## config.mk

```make
export PLATFORM = sky130hd
export DESIGN_NAME = entry_access_controller
export DESIGN_NICKNAME = d
export VERILOG_FILES = /design/src/rtl/entry_access_controller.sv
export SDC_FILE = /design/constraint.sdc
export NUM_CORES = 1
export LEC_CHECK = 0
export ABC_AREA = 1
export BUFFER_PORTS_ARGS = -buffer_cell sky130_fd_sc_hd__buf_4
export CAP_MARGIN = 10
export CORE_MARGIN = 4
export CORE_UTILIZATION = 45
export DETAILED_ROUTE_END_ITERATION = 7
export PLACE_DENSITY_LB_ADDON = 0.05
export SYNTH_ARGS = -nofsm -noshare
export SYNTH_HDL_FRONTEND = slang
export SYNTH_SLANG_ARGS = --single-unit
```

## constraint.sdc

```tcl
create_clock -name clk -period 1.1 [get_ports clk]
set_input_delay 0.22 -clock clk [delete_from_list [all_inputs] [get_ports clk]]
set_output_delay 0.22 -clock clk [all_outputs]
set_load 0.02 [all_outputs]
```

## src/rtl/entry_access_controller.sv

```systemverilog
// N-channel entry front end: synchronised, debounced request buttons feed per-channel
// pending flags; a round-robin arbiter selects one channel at a time for a timed display window.
module entry_access_controller #(
  parameter int NCH         = 2,
  parameter int CW          = 3,
  parameter int DB_CYCLES   = 4,
  parameter int HOLD_CYCLES = 8,
  localparam int SELW       = (NCH > 1) ? $clog2(NCH) : 1
) (
  input  logic              clk,
  input  logic              rst_n,
  input  logic [NCH-1:0]    btn_n,
  input  logic [NCH*CW-1:0] sw_code,
  input  logic [NCH-1:0]    sw_en,
  output logic [NCH-1:0]    pend_led,
  output logic              busy,
  output logic              disp_valid,
  output logic [SELW-1:0]   disp_ch,
  output logic [CW-1:0]     disp_code,
  output logic              disp_ok,
  output logic              grant_pulse,
  output logic              deny_pulse
);

  localparam int DBW = $clog2(DB_CYCLES + 1);
  localparam int HCW = $clog2(HOLD_CYCLES + 1);
  localparam logic [DBW-1:0] DB_LAST   = DBW'(DB_CYCLES - 1);
  localparam logic [HCW-1:0] HOLD_LAST = HCW'(HOLD_CYCLES - 1);

  typedef enum logic [1:0] {
    S_IDLE = 2'd0,
    S_EVAL = 2'd1,
    S_HOLD = 2'd2
  } state_t;

  logic [NCH-1:0]  r_sync_p0;
  logic [NCH-1:0]  r_sync_p1;
  logic [NCH-1:0]  r_db;
  logic [NCH-1:0]  r_db_d;
  logic [DBW-1:0]  r_db_cnt [NCH];
  logic [NCH-1:0]  r_pend;

  state_t          r_state;
  state_t          w_state_nxt;
  logic            w_accept;
  logic            w_hold_last;

  logic [SELW-1:0] r_ptr;
  logic [SELW-1:0] r_ch;
  logic [HCW-1:0]  r_hold_cnt;

  logic [SELW-1:0] w_win;
  logic [NCH-1:0]  w_press;
  logic [NCH-1:0]  w_clr;
  logic [CW-1:0]   w_sel_code;
  logic            w_sel_en;
  logic            w_ok;

  logic            r_busy;
  logic            r_disp_valid;
  logic [SELW-1:0] r_disp_ch;
  logic [CW-1:0]   r_disp_code;
  logic            r_disp_ok;
  logic            r_grant;
  logic            r_deny;

  // Stage p0/p1: two-flop synchroniser, then per-channel debounce counter
  always_ff @(posedge clk or negedge rst_n) begin
    if (!rst_n) begin
      r_sync_p0 <= '1;
      r_sync_p1 <= '1;
      r_db      <= '1;
      r_db_d    <= '1;
      for (int i = 0; i < NCH; i++) r_db_cnt[i] <= '0;
    end else begin
      r_sync_p0 <= btn_n;
      r_sync_p1 <= r_sync_p0;
      r_db_d    <= r_db;
      for (int i = 0; i < NCH; i++) begin
        if (r_sync_p1[i] == r_db[i]) begin
          r_db_cnt[i] <= '0;
        end else if (r_db_cnt[i] == DB_LAST) begin
          r_db[i]     <= r_sync_p1[i];
          r_db_cnt[i] <= '0;
        end else begin
          r_db_cnt[i] <= r_db_cnt[i] + 1'b1;
        end
      end
    end
  end

  // A press is the debounced 1->0 edge; releases are ignored
  assign w_press = r_db_d & ~r_db;

  always_ff @(posedge clk or negedge rst_n) begin
    if (!rst_n) begin
      r_pend <= '0;
    end else begin
      r_pend <= (r_pend & ~w_clr) | w_press;
    end
  end

  // Round-robin search begins one past the last winner
  always_comb begin
    logic            found;
    logic [SELW-1:0] idx;
    found = 1'b0;
    idx   = '0;
    w_win = '0;
    for (int k = 1; k <= NCH; k++) begin
      idx = SELW'((int'(r_ptr) + k) % NCH);
      if (!found && r_pend[idx]) begin
        w_win = idx;
        found = 1'b1;
      end
    end
  end

  always_comb begin
    w_clr = '0;
    if (w_accept) w_clr[w_win] = 1'b1;
  end

  always_comb begin
    w_sel_code = '0;
    w_sel_en   = 1'b0;
    for (int i = 0; i < NCH; i++) begin
      if (r_ch == SELW'(i)) begin
        w_sel_code = sw_code[i*CW +: CW];
        w_sel_en   = sw_en[i];
      end
    end
    w_ok = w_sel_en & (|w_sel_code);
  end

  always_ff @(posedge clk or negedge rst_n) begin
    if (!rst_n) begin
      r_state <= S_IDLE;
    end else begin
      r_state <= w_state_nxt;
    end
  end

  always_comb begin
    w_state_nxt = r_state;
    w_accept    = 1'b0;
    w_hold_last = 1'b0;
    case (r_state)
      S_IDLE: begin
        if (|r_pend) begin
          w_accept    = 1'b1;
          w_state_nxt = S_EVAL;
        end
      end
      S_EVAL: w_state_nxt = S_HOLD;
      S_HOLD: begin
        if (r_hold_cnt == HOLD_LAST) begin
          w_hold_last = 1'b1;
          w_state_nxt = S_IDLE;
        end
      end
      default: w_state_nxt = S_IDLE;
    endcase
  end

  // Stage p2: latch winner, sample switches in EVAL, hold the display window
  always_ff @(posedge clk or negedge rst_n) begin
    if (!rst_n) begin
      r_ptr        <= SELW'(NCH - 1);
      r_ch         <= '0;
      r_hold_cnt   <= '0;
      r_busy       <= 1'b0;
      r_disp_valid <= 1'b0;
      r_disp_ch    <= '0;
      r_disp_code  <= '0;
      r_disp_ok    <= 1'b0;
      r_grant      <= 1'b0;
      r_deny       <= 1'b0;
    end else begin
      r_busy <= (w_state_nxt != S_IDLE);
      if (w_accept) begin
        r_ch  <= w_win;
        r_ptr <= w_win;
      end
      if (r_state == S_EVAL) begin
        r_disp_ch    <= r_ch;
        r_disp_code  <= w_sel_code;
        r_disp_ok    <= w_ok;
        r_disp_valid <= 1'b1;
        r_grant      <= w_ok;
        r_deny       <= ~w_ok;
        r_hold_cnt   <= '0;
      end else begin
        r_grant <= 1'b0;
        r_deny  <= 1'b0;
      end
      if (r_state == S_HOLD) begin
        if (w_hold_last) r_disp_valid <= 1'b0;
        else             r_hold_cnt   <= r_hold_cnt + 1'b1;
      end
    end
  end

  assign pend_led    = r_pend;
  assign busy        = r_busy;
  assign disp_valid  = r_disp_valid;
  assign disp_ch     = r_disp_ch;
  assign disp_code   = r_disp_code;
  assign disp_ok     = r_disp_ok;
  assign grant_pulse = r_grant;
  assign deny_pulse  = r_deny;

endmodule
```

==> results.cfg <==
[outcome]
status = complete, but fails checks
violations = setup timing

[worst_hold_path]
hp-start = sw_en[1]
whs_endpoint = deny_pulse
hold_path_depth = 4
hp-class = primary input to flip-flop

[synth]
synth-compound-area-share_pct = 7.37
avgSynthCellArea_sq_um = 10.4
synth-edff-count = 0
ys_ff_latch = 33
synth_top_area_share_pct = 44.8
synthTopCellsByCount = nand2_1 (29), dfrtp_1 (24), inv_1 (16), dfstp_2 (9)
yosysUniqueCellTypes = 23
async_reset_ff_share_pct = 100
syn_inst = 129
synth_nets = 144
synth_top_family_by_area = simple AND/OR/NAND/NOR gates
synth_largest_area_cell = dfrtp_1
synth.area.mux_share_pct = 1.68
synth_flop_cell = dfrtp_1
post-synth-top-count-cell = nand2_1
synth.yosys.seq_area_share_pct = 62.4
synth_warnings = 0
synthSimpleGateAreaFrac_pct = 17.1
synthAdderAreaFrac_pct = 2.80
synth_xor_area_share_pct = 1.96
synth.area.top_cells = dfrtp_1 (45%), dfstp_2 (18%), nand2_1 (8.1%)
synth_area_sq_um = 1340

[critical_path]
r2r-start = r_hold_cnt[1]
end_kind = flip-flop
crit_type = flip-flop to flip-flop
reg2reg_depth = 6
critPathLaunchType = flip-flop
timing.rr.end = r_hold_cnt[3]
r2r_setup_slack_ns = -0.03
cp.arrival_ns = 1.36
cp.required_ns = 1.33
worstPathMaxFanout = 6

[layout]
syn2layout_area_growth_pct = 38.3
fin_area_sq_um = 1860
layout-drive-gt1-share_pct = 44.2
antenna_cells = 0
n_fill_cell = 237
final_net_count = 195

[detailed_routing]
dr.pass1.iters = 4
routed_wl_microns = 2530
viasPerCell = 4.76
vias = 1009
drc = 0
wire_per_inst_microns = 11.9
ant_nets = 0
drt_iter0_drc = 27

[floorplanning]
pin_count = 23
die_x_microns = 62.6
core_sq_um = 2810
die_h_microns = 62.6
std_cell_rows = 19
initial_utilization_pct = 47.8
die-area_sq_um = 3920

[clock_tree]
clock-sinks = 33
clk_pin_slew_ns = 0.10
cts_buffers = 5
clock_latency_ns = 0.32
clockBufferDepth = 2
cts-root-buf = clkbuf_4
cts_tree = built
htree_levels = 2

[grt]
grt.overflow.total = 0
antenna_found_initial = 0
grt_pass1_vias = 1066
grt_pass1_wl_microns = 4400
grt_use_total_pct = 14.0
grt_max_degree = 34

[sta]
finalCriticalPeriod_ns = 1.13
finClkSkew_ns = 0.00748
hold_viol = 0
whs_ns = 0.213
min_period_over_period_pct = 103
drv_slew = 0
max_slew.worst_pin.slew_ns = 0.397
setup_viol = 6
fmax_mhz = 881
rsz0062_at_grt = true
relSlewSlack_pct = 73.6
setup_tns_ns = -0.123
layout_setup_ws_ns = -0.0347

[placed_design]
dpl_worst_slack_ns = -0.0254
place_area_sq_um = 1560
dpl.hpwl_microns = 1660
gp_congestion = 0.796
port_buffers = 22

[pwr]
ir_drop_uv = 1370
p_per_area_nw_per_um2 = 2730
p_leak_nw = 0.963
p_total_mw = 5.07

[run]
cap_violations = 0
worst max-delay path: stages (launching register included):
cell and delay [ns]:
dfrtp_1 0.41, ha_4 0.17, nand2_4 0.06, o21ai_4 0.22
inv_2 0.08, nand2_2 0.07, nand2_1 0.04
registers in the layout (all words and copies together), names as in the netlist:
signal	count
r_ch	1
grant_pulse	1
r_state	2
r_hold_cnt	4
deny_pulse	1
r_db_d	2
busy	1
r_db	2
r_sync_p0	2
pend_led	2
r_ptr	1
r_sync_p1	2
disp_valid	1
disp_ok	1
disp_ch	1
r_db_cnt	6
disp_code	3
worst max-delay path by stage:
stage                     slack [ns]  cells past startpoint             to           from
after global placement          0.03                      6  r_hold_cnt[3]  r_hold_cnt[0]
after global routing           -0.11                      6  r_hold_cnt[3]  r_hold_cnt[1]
after detailed placement       -0.03                      3        r_db[1]    r_db_cnt[0]
after CTS                      -0.02                      1    pend_led[0]    pend_led[0]
final                          -0.03                      6  r_hold_cnt[3]  r_hold_cnt[1]
after floorplan                 0.05                      3        r_db[1]    r_db_cnt[0]
cell type report:
type                       count  area (sq um)  share of cell area, %
timing repair buffer          45           394                   21.2
sequential                    33           837                   45.1
clock inverter                 2          10.0                  0.539
tap                           31          38.8                   2.09
clock buffer                   6          41.3                   2.23
inverter                      21          78.8                   4.25
multi-input combinational     74           455                   24.5
kinds of logic (layout without fill, tap and decap cells):
family | count (synthesis) | count (layout)
muxes | 2 | 2
buffers and inverters | 22 | 74
xor gates and xnor gates | 3 | 3
DFF | 33 | 33
and+or+nand+nor | 50 | 50
adders and majority gates | 3 | 3
AOI/OAI and AO/OA | 16 | 16
through the flow:
| step | cells | utilization (%) |
|---|---|---|
| floorplan | 129 | - |
| global placement | 185 | 55.8 |
| detailed placement | 185 | 55.8 |
| CTS | 202 | 62.0 |
| global route | 212 | 66.1 |
| finish | 212 | 66.1 |
report_power, final:
| part | internal (mW) | switching, mW | leakage (nW) | total (mW) |
|---|---|---|---|---|
| logic | 1.22 | 1.15 | 0.536 | 2.36 |
| registers | 1.73 | 0.342 | 0.395 | 2.07 |
| clock network | 0.243 | 0.391 | 0.0320 | 0.634 |
routing by layer:
metal  vias to the layer above  global-route usage, %  share of wire [%]
li1                        502                      -                  -
met1                       486                   16.4                 43
met2                        16                   22.8                 52
met3                         5                   4.86                3.4
met4                         0                   7.16                1.6
met5                         -                      0                  0
placed cells by master (no fill, tap or decap), drive strengths merged, types with 3 or more instances in the layout:
| master | instances |
|---|---|
| dfstp | 9 |
| ha | 3 |
| o21ai | 12 |
| nand3 | 7 |
| inv | 21 |
| nor2 | 5 |
| clkbuf | 6 |
| buf | 42 |
| dlygate4sd3 | 3 |
| nand2 | 34 |
| dfrtp | 24 |
timing repair:
action,in CTS,in global routing
gates resized for setup,13,10
buffers inserted,6,10
hold endpoints to repair,26,0
cloned,0,0
setup endpoints to repair,13,25
hold buffers,3,0
pin swaps,1,4
Power figures use the tool's default switching activity.
